$ cat src/rtl/axi_pkg.sv
// Shared AXI encodings, slave register map and the line-fetch FSM state type.
package axi_pkg;

  // AXI field encodings used by the line fetcher.
  localparam logic [1:0] BURST_INCR = 2'b01;
  localparam logic [2:0] SIZE_4B    = 3'b010;
  localparam logic [1:0] RESP_OKAY  = 2'b00;

  // Register offsets of the camera-side slave, relative to its base address.
  localparam logic [31:0] INT_STATUS = 32'h0000_0000;
  localparam logic [31:0] FIFO1_READ = 32'h0000_0004;
  localparam logic [31:0] FIFO2_READ = 32'h0000_0008;

  // Line-fetch sequencer states.
  typedef enum logic [2:0] {
    IDLE  = 3'd0,
    ST_AR = 3'd1,
    ST_R  = 3'd2,
    F_AR  = 3'd3,
    F_R   = 3'd4,
    CLR   = 3'd5,
    CLR_B = 3'd6,
    HOLD  = 3'd7
  } fsm_state_e;

endpackage

$ cat src/rtl/axi_burst_splitter.sv
// Splits the pixels still owed for one FIFO into INCR bursts of at most
// 16 beats and flags the final beat of the burst in flight.
module axi_burst_splitter #(
  parameter int CW = 10
) (
  input  logic [CW-1:0] remaining_i,
  input  logic [4:0]    beats_left_i,
  output logic [3:0]    arlen_o,
  output logic          last_beat_o
);

  logic [31:0] rem_ext_s;

  // Burst length is the smaller of 16 and what is left of the line.
  always_comb begin
    rem_ext_s = 32'(remaining_i);
    if (rem_ext_s >= 32'd16) begin
      arlen_o = 4'hf;
    end else if (rem_ext_s == 32'd0) begin
      arlen_o = 4'h0;
    end else begin
      arlen_o = rem_ext_s[3:0] - 4'd1;
    end
  end

  // The beat counter, not rlast, decides where a burst ends.
  assign last_beat_o = (beats_left_i == 5'd1);

endmodule

$ cat src/rtl/axi_line_fetch_master.sv
// Interrupt-driven line fetcher: reads INT_STATUS, drains both pixel FIFOs
// through bounded INCR bursts into the CNN buffer, then clears the interrupt.
module axi_line_fetch_master
  import axi_pkg::*;
#(
  parameter int                    DATA_WIDTH   = 32,
  parameter int                    ADDR_WIDTH   = 32,
  parameter int                    ID_MAX_WIDTH = 16,
  parameter logic [ADDR_WIDTH-1:0] OFFSET_ADDR  = 32'h000f_0000,
  parameter int                    LINE_WORDS   = 640,
  parameter int                    MASTER_ID    = 1
) (
  input  logic                    clk,
  input  logic                    rst,
  input  logic                    i_interrupt,
  output logic [ADDR_WIDTH-1:0]   araddr,
  output logic [3:0]              arlen,
  output logic [2:0]              arsize,
  output logic [1:0]              arburst,
  output logic [ID_MAX_WIDTH-1:0] arid,
  output logic                    arvalid,
  input  logic                    arready,
  input  logic [DATA_WIDTH-1:0]   rdata,
  input  logic [1:0]              rresp,
  input  logic                    rlast,
  input  logic [ID_MAX_WIDTH-1:0] rid,
  input  logic                    rvalid,
  output logic                    rready,
  output logic [ADDR_WIDTH-1:0]   awaddr,
  output logic [3:0]              awlen,
  output logic [2:0]              awsize,
  output logic [1:0]              awburst,
  output logic [ID_MAX_WIDTH-1:0] awid,
  output logic                    awvalid,
  input  logic                    awready,
  output logic [DATA_WIDTH-1:0]   wdata,
  output logic [3:0]              wstrb,
  output logic                    wlast,
  output logic [ID_MAX_WIDTH-1:0] wid,
  output logic                    wvalid,
  input  logic                    wready,
  input  logic [1:0]              bresp,
  input  logic [ID_MAX_WIDTH-1:0] bid,
  input  logic                    bvalid,
  output logic                    bready,
  output logic [15:0]             o_pix_data,
  output logic                    o_pix_src,
  output logic                    o_pix_valid,
  input  logic                    i_pix_ready,
  output logic                    o_busy,
  output logic                    o_line_done,
  output logic                    o_err
);

  localparam int                      CW       = $clog2(LINE_WORDS + 1);
  localparam logic [CW-1:0]           LINE_CNT = CW'(LINE_WORDS);
  localparam logic [ID_MAX_WIDTH-1:0] ID_VAL   = ID_MAX_WIDTH'(MASTER_ID);

  fsm_state_e            state_q, state_d;
  logic                  src_q, src_d;
  logic [CW-1:0]         remaining_q, remaining_d;
  logic [4:0]            beats_left_q, beats_left_d;
  logic [DATA_WIDTH-1:0] wdata_q, wdata_d;
  logic                  aw_done_q, aw_done_d;
  logic                  w_done_q, w_done_d;
  logic [1:0]            hold_cnt_q, hold_cnt_d;
  logic                  err_q, err_d;
  logic                  line_done_q, line_done_d;

  logic [3:0]            burst_arlen_s;
  logic                  last_beat_s;

  axi_burst_splitter #(
    .CW (CW)
  ) u_splitter (
    .remaining_i  (remaining_q),
    .beats_left_i (beats_left_q),
    .arlen_o      (burst_arlen_s),
    .last_beat_o  (last_beat_s)
  );

  // Fields that never change across transactions.
  assign arsize      = SIZE_4B;
  assign arburst     = BURST_INCR;
  assign arid        = ID_VAL;
  assign awaddr      = OFFSET_ADDR + ADDR_WIDTH'(INT_STATUS);
  assign awlen       = 4'h0;
  assign awsize      = SIZE_4B;
  assign awburst     = BURST_INCR;
  assign awid        = ID_VAL;
  assign wdata       = wdata_q;
  assign wstrb       = 4'hf;
  assign wlast       = 1'b1;
  assign wid         = ID_VAL;
  assign o_busy      = (state_q != IDLE);
  assign o_line_done = line_done_q;
  assign o_err       = err_q;

  // Next-state, channel handshakes and the zero-latency pixel pass-through.
  always_comb begin
    state_d      = state_q;
    src_d        = src_q;
    remaining_d  = remaining_q;
    beats_left_d = beats_left_q;
    wdata_d      = wdata_q;
    aw_done_d    = aw_done_q;
    w_done_d     = w_done_q;
    hold_cnt_d   = hold_cnt_q;
    err_d        = err_q;
    line_done_d  = 1'b0;
    araddr       = OFFSET_ADDR + ADDR_WIDTH'(INT_STATUS);
    arlen        = 4'h0;
    arvalid      = 1'b0;
    rready       = 1'b0;
    awvalid      = 1'b0;
    wvalid       = 1'b0;
    bready       = 1'b0;
    o_pix_valid  = 1'b0;
    o_pix_data   = rdata[15:0];
    o_pix_src    = src_q;

    case (state_q)
      IDLE: begin
        if (i_interrupt) begin
          state_d = ST_AR;
        end else begin
          state_d = IDLE;
        end
      end

      ST_AR: begin
        arvalid = 1'b1;
        if (arready) begin
          state_d = ST_R;
        end else begin
          state_d = ST_AR;
        end
      end

      ST_R: begin
        rready = 1'b1;
        if (rvalid) begin
          // A single-beat read must carry rlast.
          if ((rresp != RESP_OKAY) || (rid != ID_VAL) || !rlast) begin
            err_d = 1'b1;
          end else begin
            err_d = err_q;
          end
          if (rdata[0]) begin
            state_d     = F_AR;
            src_d       = 1'b0;
            remaining_d = LINE_CNT;
          end else begin
            // Nothing to fetch, but the status value is still written back.
            state_d   = CLR;
            wdata_d   = rdata;
            aw_done_d = 1'b0;
            w_done_d  = 1'b0;
          end
        end else begin
          state_d = ST_R;
        end
      end

      F_AR: begin
        arvalid = 1'b1;
        araddr  = src_q ? (OFFSET_ADDR + ADDR_WIDTH'(FIFO2_READ))
                        : (OFFSET_ADDR + ADDR_WIDTH'(FIFO1_READ));
        arlen   = burst_arlen_s;
        if (arready) begin
          beats_left_d = {1'b0, burst_arlen_s} + 5'd1;
          state_d      = F_R;
        end else begin
          state_d = F_AR;
        end
      end

      F_R: begin
        rready      = i_pix_ready;
        o_pix_valid = rvalid;
        if (rvalid && i_pix_ready) begin
          remaining_d  = remaining_q - CW'(1);
          beats_left_d = beats_left_q - 5'd1;
          if ((rresp != RESP_OKAY) || (rid != ID_VAL) || (rlast != last_beat_s)) begin
            err_d = 1'b1;
          end else begin
            err_d = err_q;
          end
          if (!last_beat_s) begin
            state_d = F_R;
          end else if (remaining_q != CW'(1)) begin
            state_d = F_AR;
          end else if (!src_q) begin
            src_d       = 1'b1;
            remaining_d = LINE_CNT;
            state_d     = F_AR;
          end else begin
            state_d   = CLR;
            wdata_d   = DATA_WIDTH'(32'd1);
            aw_done_d = 1'b0;
            w_done_d  = 1'b0;
          end
        end else begin
          state_d = F_R;
        end
      end

      CLR: begin
        // AW and W are independent; each drops on its own handshake.
        awvalid = !aw_done_q;
        wvalid  = !w_done_q;
        if (awvalid && awready) begin
          aw_done_d = 1'b1;
        end else begin
          aw_done_d = aw_done_q;
        end
        if (wvalid && wready) begin
          w_done_d = 1'b1;
        end else begin
          w_done_d = w_done_q;
        end
        if (aw_done_d && w_done_d) begin
          state_d = CLR_B;
        end else begin
          state_d = CLR;
        end
      end

      CLR_B: begin
        bready = 1'b1;
        if (bvalid) begin
          if ((bresp != RESP_OKAY) || (bid != ID_VAL)) begin
            err_d = 1'b1;
          end else begin
            err_d = err_q;
          end
          line_done_d = 1'b1;
          hold_cnt_d  = 2'd0;
          state_d     = HOLD;
        end else begin
          state_d = CLR_B;
        end
      end

      HOLD: begin
        // Give the slave time to drop the interrupt before re-arming.
        if (hold_cnt_q == 2'd2) begin
          state_d = IDLE;
        end else begin
          hold_cnt_d = hold_cnt_q + 2'd1;
        end
      end

      default: begin
        state_d = IDLE;
      end
    endcase
  end

  // State and datapath registers with synchronous reset.
  always_ff @(posedge clk) begin
    if (rst) begin
      state_q      <= IDLE;
      src_q        <= 1'b0;
      remaining_q  <= '0;
      beats_left_q <= 5'd0;
      wdata_q      <= '0;
      aw_done_q    <= 1'b0;
      w_done_q     <= 1'b0;
      hold_cnt_q   <= 2'd0;
      err_q        <= 1'b0;
      line_done_q  <= 1'b0;
    end else begin
      state_q      <= state_d;
      src_q        <= src_d;
      remaining_q  <= remaining_d;
      beats_left_q <= beats_left_d;
      wdata_q      <= wdata_d;
      aw_done_q    <= aw_done_d;
      w_done_q     <= w_done_d;
      hold_cnt_q   <= hold_cnt_d;
      err_q        <= err_d;
      line_done_q  <= line_done_d;
    end
  end

endmodule

$ cat config.mk
export PLATFORM = sky130hd
export DESIGN_NAME = axi_line_fetch_master
export DESIGN_NICKNAME = d
export VERILOG_FILES = /design/src/rtl/axi_pkg.sv /design/src/rtl/axi_burst_splitter.sv /design/src/rtl/axi_line_fetch_master.sv
export SDC_FILE = /design/constraint.sdc
export NUM_CORES = 1
export LEC_CHECK = 0
export ABC_CLOCK_PERIOD_IN_PS = 5400
export CAP_MARGIN = 15
export CORE_AREA = 2 2 106 108
export CTS_CLUSTER_SIZE = 28
export DETAILED_ROUTE_END_ITERATION = 10
export DIE_AREA = 0 0 108 110
export PLACE_DENSITY = 0.94
export SETUP_SLACK_MARGIN = 0.5
export SYNTH_ARGS = -nofsm -noshare
export SYNTH_HDL_FRONTEND = slang
export SYNTH_SLANG_ARGS = --single-unit
$ cat constraint.sdc
create_clock -name clk -period 5.4 [get_ports clk]
set_input_delay 0.54 -clock clk [delete_from_list [all_inputs] [get_ports clk]]
set_output_delay 0.54 -clock clk [all_outputs]
set_load 0.005 [all_outputs]
* Word-level counts from Yosys, hierarchy flattened
Cells that the tools add are included.
** Storage, ports and cells
- Register bits after elaboration :: 57
- Input port bits :: 78
- Output and inout port bits :: 193
- Logic and storage cells :: 144
** Cells by class
- Add/subtract/negate cells :: 5
- Order comparisons :: 1
- Equality and inequality tests :: 27
- Mux-type cells :: 70
- Bitwise gates (word level) :: 1
- Reductions and logical operators :: 30
** Operator list (number)
- 32-bit two-way mux :: 6
- 32-bit one-hot mux with 2 select lines :: 1
- 10-bit two-way mux :: 6
- 16-bit by 1-bit inequality test with 1-bit output, second input constant :: 2
- 1-bit two-way mux :: 29
- 2-bit inequality test, second input constant :: 14
- 3-bit two-way mux :: 8
- 3-bit one-hot mux with 8 select lines :: 1
- 7-bit AND reduction :: 3
- 4-bit two-way mux :: 5
- 10-bit one-hot mux with 2 select lines :: 1
- 3-bit equality test, second input constant :: 4
- 10-bit by 5-bit greater-or-equal comparator with 1-bit output, second input constant :: 1
- 10-bit logical NOT :: 1
- 5-bit two-way mux :: 2
- 10-bit by 1-bit inequality test with 1-bit output, second input constant :: 1
- 5-bit one-hot mux with 2 select lines :: 1
- 2-bit nonzero test :: 5
- 10-bit by 1-bit subtractor with 10-bit output, second input constant :: 1
- 1-bit one-hot mux with 3 select lines :: 3
- 3-bit nonzero test :: 3
- 2-bit two-way mux :: 4
- 3-bit by 2-bit equality test with 1-bit output, second input constant :: 2
- 3-bit AND reduction :: 2
- other kinds (18) :: 28

* Depth between registers and ports, before layout
Gate-level depths: netlist of the first run.
- Depth in word-level cells :: 7
- Mapped depth :: 9
- Gate-level depth less buffers :: 9

* Cells and area by module
Synthesis of the first run repeated with hierarchy kept, for this count alone.
** Unflattened totals
- Cell total of the unflattened synthesis :: 539
- Area, all modules :: 4311.6 µm²
** Modules (own cells, without submodules)
- axi_line_fetch_master :: times used 1, cells each 520, area an instance 4177.8 µm², seq. area each 1141.1 µm²
- axi_burst_splitter :: times used 1, cells each 19, area an instance 133.9 µm², seq. area each 0.0 µm²

* Worst setup path before layout of the first run
Ideal clock, no wire load.
- Path kind :: register -> register
- Start point :: reg remaining_q[4]
- End point :: reg beats_left_q[2]
- Library setup time :: 0.132 ns
- Data arrival time :: 1.876 ns
- Required time :: 5.268 ns
- Path slack :: 3.392 ns
- Stages on the path, launching flop included :: 10
- Path buffers :: 1
- Clock period less this slack :: 2.008 ns
- Path through :: dfxtp_1 nor4_2 and2_1 clkbuf_1 o21a_1 inv_1 ha_1 and4_1 o31ai_1 a21oi_1
** On the way
- Longest elaborated chain between the ends :: 6
- Elaborated cells between the ends (all ways) :: 7
- Those cells by class :: add/sub (1); order compare (1); mux (4); reduce/logical (1)
** RTL lines
- from (decl) :: RTL line axi_line_fetch_master.sv:61 : logic [CW-1:0] remaining_q, remaining_d;
- from (signal assigned) :: RTL line axi_line_fetch_master.sv:276 : remaining_q <= remaining_d;
- branches (longest 2 deep; another with 10-bit by 5-bit greater-or-equal comparator with 1-bit output)
- 4-bit two-way mux (*) :: RTL line axi_burst_splitter.sv:17 : if (rem_ext_s >= 32'd16) begin
- 4-bit by 1-bit adder with 5-bit output (*) :: RTL line axi_line_fetch_master.sv:171 : beats_left_d = {1'b0, burst_arlen_s} + 5'd1;
- 5-bit two-way mux (*) :: RTL line axi_line_fetch_master.sv:170 : if (arready) begin
- 5-bit one-hot mux with 2 select lines (*) :: RTL line axi_line_fetch_master.sv:122 : case (state_q)
- to (signal assigned) :: RTL line axi_line_fetch_master.sv:277 : beats_left_q <= beats_left_d;
- to (decl) :: RTL line axi_line_fetch_master.sv:62 : logic [4:0] beats_left_q, beats_left_d;
Mark *: on every way between the ends. The select of a mux whose other input is x is not followed.
A chain may end at the register's enable or synchronous reset.

* Final worst setup path of the first run
- Start point :: reg state_q[2]
- End point :: out rready
** On the way
- Longest elaborated chain between the ends :: 2
- Elaborated cells between the ends (all ways) :: 3
- Those cells by class :: eq/ne (2); mux (1)
** RTL lines
- from (decl) :: RTL line axi_line_fetch_master.sv:59 : fsm_state_e state_q, state_d;
- from (signal assigned) :: RTL line axi_line_fetch_master.sv:274 : state_q <= state_d;
- 3-bit equality test or 3-bit by 2-bit equality test with 1-bit output (tied branches) :: RTL line axi_line_fetch_master.sv:122
- 1-bit one-hot mux with 2 select lines (*) :: RTL line axi_line_fetch_master.sv:122
- to (decl) :: RTL line axi_line_fetch_master.sv:28 : output logic rready,
Every way passes the cells marked *; elsewhere a longest branch is shown, timed or not.

==> metrics, run 1 <==
min cycle time layout 2.934 ns; P_leak 2.038 nW; Worst Setup Slack, final 2.466 ns; hold buffer count at cts 0; layout net count approximately 660; Fill cells about 1000; max incr delay on CP 0.75 ns; H-tree depth 3; CP Capture Type primary output; critical path's slowest cell dfxtp_1; fin crit share between 50 and 60%; Final setup viols 0; fin. max-slew vios 0; number of enable flip-flop cells after synthesis 0; post-cts resize count 0; syn_area_per_cell 8.435 sq um; initial antenna violation count 0; CP Class reg2out; CP most frequent cell nand2_1; Mapped Cells 460; critical path launch point type register; Seq/Total Area, Yosys 29.41%; Routed WL per cell 13.02 um; worst-path cell chain nor3b_1 > nand2_1 > nand2_1 > clkdlybuf4s50_1; Post-route DRC 0; RSZ-0062 raised after global routing false; Starting DRT DRC Count ~230; first-pass GRT wire length 13.88 mm; Critical Path Sink rready; R2R setup slack 2.95 ns; die area 11880 sq um; Detailed Route WL between 9 and 10 mm; Reg clk slew, reported paths 0.06 ns; Critical R2R Launch state_q[2]; Routed Antenna Nets 0; Max Freq 0.3409 GHz; Buf/Inv on CP 1; iteration count of the initial detailed-routing pass 4; max-cap viol count 0; Place WS about 2.8 ns; gr usage total between 10% and 20%; reg2reg end beats_left_q[0]; min-delay worst type reg2reg; Worst EP arrival 2.39 ns; family with the most delay on the worst path simple AND/OR/NAND/NOR gates; clk buf depth 2; worst vdd ir 0.00008904 V; count of input and output buffers 141; DIE WIDTH 108 um; Post-synth ARST share 0%; status finished clean; clk sinks 57; grt ovf 0; Die H 110 um; Final Core Density 46.43%; placed wire-length estimate 7.382 mm; via/cell ratio 4.454; CP max FO 22; largest net degree at the start of global routing 32; mapped cell area 3880 sq um; Final Skew 0.01827 ns; Multi-input gate area 1979 sq um; Initial Utilization 36.27%; I/O pin count about 270; Core Area 10700 sq um; CP startpoint state_q[2]; Layout area overhead 28.02%; post-synthesis cell type count between 50 and 60; detailed-route via count 3220; FF/Latch Area 1141 sq um; number of stages on the worst setup path 4; P per Cell Area 206.4 nW/um^2; layout cells sized above 1 4.631%; Synth Flop Type dfxtp_1; CTS tree done; vias in the first global route slightly below 3000; Worst Reg-to-Reg Cells 5; Setup Buffers After CTS 0; Fin Setup TNS 0 ns; commonest non-fill, non-tap cell in the layout clkdlybuf4s50_1; commonest non-fill, non-tap cells in the layout clkdlybuf4s50_1, conb_1, dfxtp_1, a22o_1, nor2_1; Worst Max-Slew Pin Slew around 0.87 ns; worst hold path depth 1; Syn. warnings 0; CTS root buf clkbuf_8; ANT cells 0; Final Hold Fails 0; final RePlAce weighted congestion 0.8864; relative slew slack 42.09%; Skew-Pair Late Insertion Delay 0.34 ns; row cnt 38; synthesized flop and latch total 57; CP required 4.86 ns; total CTS buffers 9
-- cell type report --
cell class	count	share of cell area (%)
Clock buffer	11	2.846
Clock inverter	5	1.108
Inverter	13	0.9824
Multi-Input combinational cell	354	39.85
Sequential cell	57	22.97
Tap cell	140	3.526
Timing Repair Buffer	143	28.72
-- synth_stat cells (8+ instances only) --
cell | instances | area, sq um
inv_1 | 13 | 48.80
nor2_1 | 31 | 116.4
nor3_1 | 8 | 40.04
o21ai_0 | 10 | 50.05
a21oi_1 | 22 | 110.1
nor4_1 | 10 | 62.56
buf_4 | 146 | 1096
a22o_1 | 31 | 271.5
clkbuf_1 | 12 | 45.04
dfxtp_1 | 57 | 1141
nand2_1 | 19 | 71.32
-- registers in the layout (all words and copies together) (netlist names) --
name          cells
aw_done_q         1
remaining_q      10
wdata            32
o_line_done       1
o_err             1
o_pix_src         1
w_done_q          1
state_q           3
hold_cnt_q        2
beats_left_q      5
-- worst min-delay path by stage --
stage	start	to
final	wdata[7]	wdata[7]
after global placement	wdata[26]	wdata[26]
after floorplan	wdata[1]	wdata[1]
after CTS	wdata[4]	wdata[4]
after detailed placement	wdata[30]	wdata[30]
after global routing	wdata[2]	wdata[2]
-- metal layers --
layer	part of all wire, %	GRT usage (%)	up-vias
met3	6.5	3.880	9
met2	51	25.16	147
met1	41	18.13	1499
met4	0.97	4.945	0
li1	-	-	1565
met5	0	0	-
-- power breakdown --
| group | internal [mW] | switching, mW | leakage (nW) |
|---|---|---|---|
| combinational | 0.0985 | 0.0850 | 1.48 |
| clock | 0.224 | 0.179 | 0.0953 |
| sequential | 0.428 | 0.0105 | 0.460 |
| total | 0.751 | 0.274 | 2.04 |
-- per-stage QoR --
step | power [mW] | cell area (sq um) | hold WS, ns | cells
5_1_grt | 1.072 | 4967 | 0.4987 | 723
3_5_place_dp | 0.6285 | 4771 | 0.4565 | 707
2_1_floorplan | 0.6088 | 4357 | 0.4662 | 587
6_report | 1.025 | 4967 | 0.4726 | 723
4_1_cts | 1.031 | 4967 | 0.4788 | 723
3_3_place_gp | 0.6270 | 4771 | 0.4548 | 707
-- logic make-up (layout without fill, tap and decap cells) --
family	count (synthesis)	count (layout)	share of synthesized area, %
AO/OA/AOI/OAI	97	97	18.12
XOR/XNOR	8	8	1.806
adder cells (fa/ha/maj)	7	7	2.257
buffers and inverters	176	172	31.92
flip-flops	57	57	29.41
multiplexers	2	2	0.5160
other	2	129	0.1936
AND/OR/NAND/NOR	111	111	15.77
Note: power is estimated with default switching activity, not from simulation.
==> inputs of run 2 (changes only) <==
--- a/config.mk
+++ b/config.mk
@@ -5,13 +5,14 @@
 export SDC_FILE = /design/constraint.sdc
 export NUM_CORES = 1
 export LEC_CHECK = 0
-export ABC_CLOCK_PERIOD_IN_PS = 5400
+export ABC_CLOCK_PERIOD_IN_PS = 2600
 export CAP_MARGIN = 15
-export CORE_AREA = 2 2 106 108
+export CORE_ASPECT_RATIO = 1.5
+export CORE_MARGIN = 2
+export CORE_UTILIZATION = 32
 export CTS_CLUSTER_SIZE = 28
 export DETAILED_ROUTE_END_ITERATION = 10
-export DIE_AREA = 0 0 108 110
-export PLACE_DENSITY = 0.94
+export PLACE_DENSITY = 0.88
 export SETUP_SLACK_MARGIN = 0.5
 export SYNTH_ARGS = -nofsm -noshare
 export SYNTH_HDL_FRONTEND = slang
==> constraint.sdc (replaced) <==
create_clock -name clk -period 2.6 [get_ports clk]
set_input_delay 0.26 -clock clk [delete_from_list [all_inputs] [get_ports clk]]
set_output_delay 0.26 -clock clk [all_outputs]
set_load 0.005 [all_outputs]
==> metrics, run 2 (synthesized netlist as in run 1, its figures left out) <==
Fin Setup TNS 0 ns; CP Class reg2out; Initial Utilization 32.62%; I/O pin count 271; Multi-input gate area 2082 sq um; final RePlAce weighted congestion between 0.8 and 0.9; DIE WIDTH 93.91 um; Routed Antenna Nets 0; worst hold path depth 1; gr usage total 15.70%; clk sinks 57; CTS root buf clkbuf_16; Place WS 0.4508 ns; vias in the first global route 3215; CP max FO 10; WL met1 approximately 4.0 mm; Die H around 140 um; Post-route DRC 0; DR WL met2 between 5 and 6 mm; number of instances in the placed design just over 700; Final Skew ~0.008 ns; Max Freq 0.4901 GHz; clk buf depth 2; largest net degree at the start of global routing 32; Worst EP arrival 1.78 ns; count of input and output buffers 141; grt ovf 0; CTS tree done; Worst Reg-to-Reg Cells 7; Reg clk slew, reported paths 0.05 ns; min-delay worst type reg2reg; Routed WL per cell 14.92 um; FF/Latch Area 1155 sq um; P per Cell Area between 400 and 500 nW/um^2; placed cell area slightly below 5000 sq um; CP Capture Type primary output; commonest non-fill, non-tap cell in the layout clkdlybuf4s50_1; row cnt 49; hold buffer count at cts 0; Core Area approximately 12000 sq um; Worst Setup Slack, final 0.5594 ns; Detailed Route WL 11.26 mm; min cycle time layout 2.041 ns; Layout Cells excl Fill 755; total CTS buffers 9; CP required 2.34 ns; Tot Pwr 2.609 mW; via/cell ratio 4.612; max-cap viol count 0; finished layout cell area around 5400 sq um; Final Hold Fails 0; max incr delay on CP between 0.5 and 0.6 ns; iteration count of the initial detailed-routing pass 4; relative slew slack roughly 64%; commonest non-fill, non-tap cells in the layout clkdlybuf4s50_1, conb_1, dfxtp_1, a22o_1, nor2_1; Starting DRT DRC Count 192; layout net count 682; placed wire-length estimate about 8.0 mm; critical path's slowest cell clkdlybuf4s50_1; P_leak 2.294 nW; detailed-route via count 3482; Final setup viols 0; initial antenna violation count 2; fin crit share 78.48%; layout cells sized above 1 between 10% and 20%; H-tree depth 3; worst vdd ir 0.0002662 V; Worst Max-Slew Pin Slew 0.5456 ns; RSZ-0062 raised after global routing true; number of flip-flops in the largest register 32; worst-path cell chain or3b_4 > nor2_2 > clkdlybuf4s50_1; fin. max-slew vios 0; status finished clean; Layout area overhead 38.99%; Fill cells between 1000 and 1500; worst hold slack 0.4714 ns; Top Layer Used met5; first-pass GRT wire length approximately 16 mm; wire length on met3 1.095 mm; die area 13040 sq um; Skew-Pair Late Insertion Delay 0.33 ns; critical path launch point type register; Final Core Density 45.34%
[run 2: changes by cell type in the layout (fill, tap and decap cells not counted), moves of 3 or more]
cell / before / now
clkbuf_16: 0 / 10
clkdlybuf4s50_1: 141 / 135
dlygate4sd2_1: 0 / 3
dfxtp_1: 57 / 52
dlymetal6s2s_1: 0 / 3
dfxtp_4: 0 / 3
o21ai_0: 10 / 7
buf_4: 2 / 17
clkbuf_8: 10 / 1
[run 2: critical path: cells and delay by family, from the launching register on]
family                 cells  cell delay, ns
and+or+nand+nor            2            0.55
DFF                        1            0.39
buffers and inverters      1            0.51
[run 2: repair_timing]
item	in CTS	in global routing
endpoints found under the hold margin	0	0
pin swaps	4	1
setup buffers	3	9
endpoints found under the setup margin	44	43
gates cloned	0	2
resized for setup	24	17
[run 2: path summary, 6_finish.rpt]
path / start / to / slack [ns]
hold reg to reg: wdata[23] / wdata[23] / 0.47
setup reg to reg: beats_left_q[1] / wdata[13] / 0.56
hold / removal: wdata[23] / wdata[23] / 0.47
setup / recovery: state_q[1] / o_pix_valid / 0.56
[run 2: routing by layer]
metal / vias to the layer above / global-route usage [%]
met5: - / 0
met1: 1601 / 16.32
met4: 2 / 6.560
met3: 29 / 4.402
li1: 1609 / -
met2: 241 / 28.80
[run 2: cell type report]
type / count / share of cell area, %
diodes: 1 / 0.04640
clock buffers: 10 / 4.432
clock inverters: 5 / 1.485
repair buffers: 161 / 29.56
inverters: 13 / 0.9049
multi-input cells: 355 / 38.61
well taps: 153 / 3.550
flip-flops and latches: 57 / 21.42
[run 2: report_power, final]
group / switching (mW) / internal, mW
registers: 0.0232 / 0.889
logic: 0.196 / 0.229
clock network: 0.414 / 0.857
==> inputs of run 3 (changes only) <==
--- a/config.mk
+++ b/config.mk
@@ -5,7 +5,7 @@
 export SDC_FILE = /design/constraint.sdc
 export NUM_CORES = 1
 export LEC_CHECK = 0
-export ABC_CLOCK_PERIOD_IN_PS = 2600
+export ABC_CLOCK_PERIOD_IN_PS = 1800
 export CAP_MARGIN = 15
 export CORE_ASPECT_RATIO = 1.5
 export CORE_MARGIN = 2
==> constraint.sdc (replaced) <==
create_clock -name clk -period 1.8 [get_ports clk]
set_input_delay 0.18 -clock clk [delete_from_list [all_inputs] [get_ports clk]]
set_output_delay 0.18 -clock clk [all_outputs]
set_load 0.005 [all_outputs]
==> metrics, run 3 (synthesized netlist as in run 1, its figures left out) <==
status complete, but fails checks; failing checks setup timing; worst vdd ir 0.0003989 V; count of input and output buffers about 140; Initial Utilization 32.62%; commonest non-fill, non-tap cell in the layout conb_1; Reg clk slew, reported paths 0.05 ns; CTS tree done; Critical R2R Launch remaining_q[4]; largest net degree at the start of global routing 32; clk sinks 57; placed wire-length estimate 8.671 mm; Routed Antenna Nets 0; Detailed Route WL 13.58 mm; die area 13040 sq um; grt ovf 0; fin crit share 111.1%; P per Cell Area 602.8 nW/um^2; Skew-Pair Late Insertion Delay 0.33 ns; Worst Setup Slack, final -0.1991 ns; CP Class reg2reg; fin. max-slew vios 0; row cnt 49; initial antenna violation count 0; iteration count of the initial detailed-routing pass 4; max-cap viol count 0; RSZ-0062 raised after global routing true; vias in the first global route 3692; CTS root buf clkbuf_16; final RePlAce weighted congestion 0.8560; min cycle time layout 1.999 ns; via/cell ratio 4.732; Final setup viols 49; R2R setup slack -0.20 ns; Place WS -0.1279 ns; Core Area 11890 sq um; Post-route DRC 0; Starting DRT DRC Count 209; Worst EP arrival between 2 and 2.5 ns; CP Capture Type register; I/O pin count 271; total CTS buffers 9; Routed WL per cell 16.44 um; gr usage total 18.05%; CP startpoint remaining_q[4]; worst hold slack 0.3984 ns; DIE WIDTH 93.91 um; min-delay worst type in2reg; Final Skew roughly 0.0060 ns; Final Hold Fails 0; reg2reg end beats_left_q[2]; Tot Pwr about 3.7 mW; Final Core Density 52.24%; Critical Path Sink beats_left_q[2]; Worst Reg-to-Reg Cells 10; detailed-route via count 3909; layout cells sized above 1 a little under a third; Max Freq 0.5002 GHz; commonest non-fill, non-tap cells in the layout conb_1, clkdlybuf4s50_1, buf_4, dlygate4sd2_1, dfxtp_1; critical path launch point type register; H-tree depth 3; placed cell area 5275 sq um; first-pass GRT wire length 18.40 mm; Die H 138.9 um; Layout area overhead 60.14%; CP required 2.00 ns; layout net count 753; CP max FO 3; P_leak 2.864 nW; ANT cells 0; number of flip-flops in the largest register 32; clk buf depth 2; finished layout cell area 6213 sq um
run 3: changes by cell type in the layout (fill, tap and decap cells not counted), sizes merged, moves of 2 or more:
cell           previous run  this run
buf                      19       100
clkdlybuf4s50           135        77
dlygate4sd2               3        51
clkinv                    1         5
dlymetal6s2s              3         0
bufinv                    2         0
clkbuf                   11        13
clkinvlp                  2         0
o21a                      4         6
run 3: layer usage:
metal	GRT usage, %	vias to the layer above	wire length (um)
met3	3.533	52	914
met2	34.85	271	7408
li1	-	1752	-
met5	0	-	0
met4	9.916	0	763
met1	17.12	1834	4490
run 3: repair_timing:
action | in CTS | in global routing
pin swaps | 18 | 37
hold buffers | 0 | 0
setup endpoints to repair | 118 | 70
cloned | 2 | 1
resized for setup | 192 | 44
setup buffers | 20 | 14
run 3: worst min-delay path by stage:
stage               from        end  slack (ns)  cells after the start
2_1_floorplan     rvalid  o_pix_src        0.29                      1
3_3_place_gp    wdata[7]   wdata[7]        0.46                      1
3_5_place_dp   wdata[25]  wdata[25]        0.46                      1
4_1_cts         rdata[0]  o_pix_src        0.33                      2
5_1_grt         rdata[0]  o_pix_src        0.41                      2
6_report        rdata[0]  o_pix_src        0.40                      2
run 3: where the power goes:
part	total, mW	internal [mW]	switching [mW]
clock network	1.54	0.928	0.613
logic	0.900	0.485	0.415
registers	1.30	1.28	0.0200
total	3.75	2.70	1.05
run 3: final cells by class:
| cell class | count | area [sq um] |
|---|---|---|
| Inverter | 13 | 58.81 |
| Timing Repair Buffer | 230 | 2127 |
| Clock buffer | 11 | 232.7 |
| Sequential cell | 57 | 1166 |
| Fill cell | 1015 | 5680 |
| Multi-Input combinational cell | 357 | 2405 |
| Tap cell | 153 | 191.4 |
| Clock inverter | 5 | 32.53 |
run 3: critical path, cell delays in order (launching register included):
cell and delay (ns):
dfxtp_2 0.33, nor4_4 0.32, and2_4 0.22, buf_6 0.09
o21a_1 0.16, buf_6 0.12, inv_4 0.03, ha_4 0.15
and4_1 0.14, o31ai_1 0.23, a21oi_1 0.09
run 3: through the flow:
stage / std cells / setup TNS, ns
floorplan: 587 / -1.984
global placement: 773 / -2.588
detailed placement: 773 / -3.839
CTS: 811 / -2.906
global route: 826 / -7.555
finish: 826 / -4.520
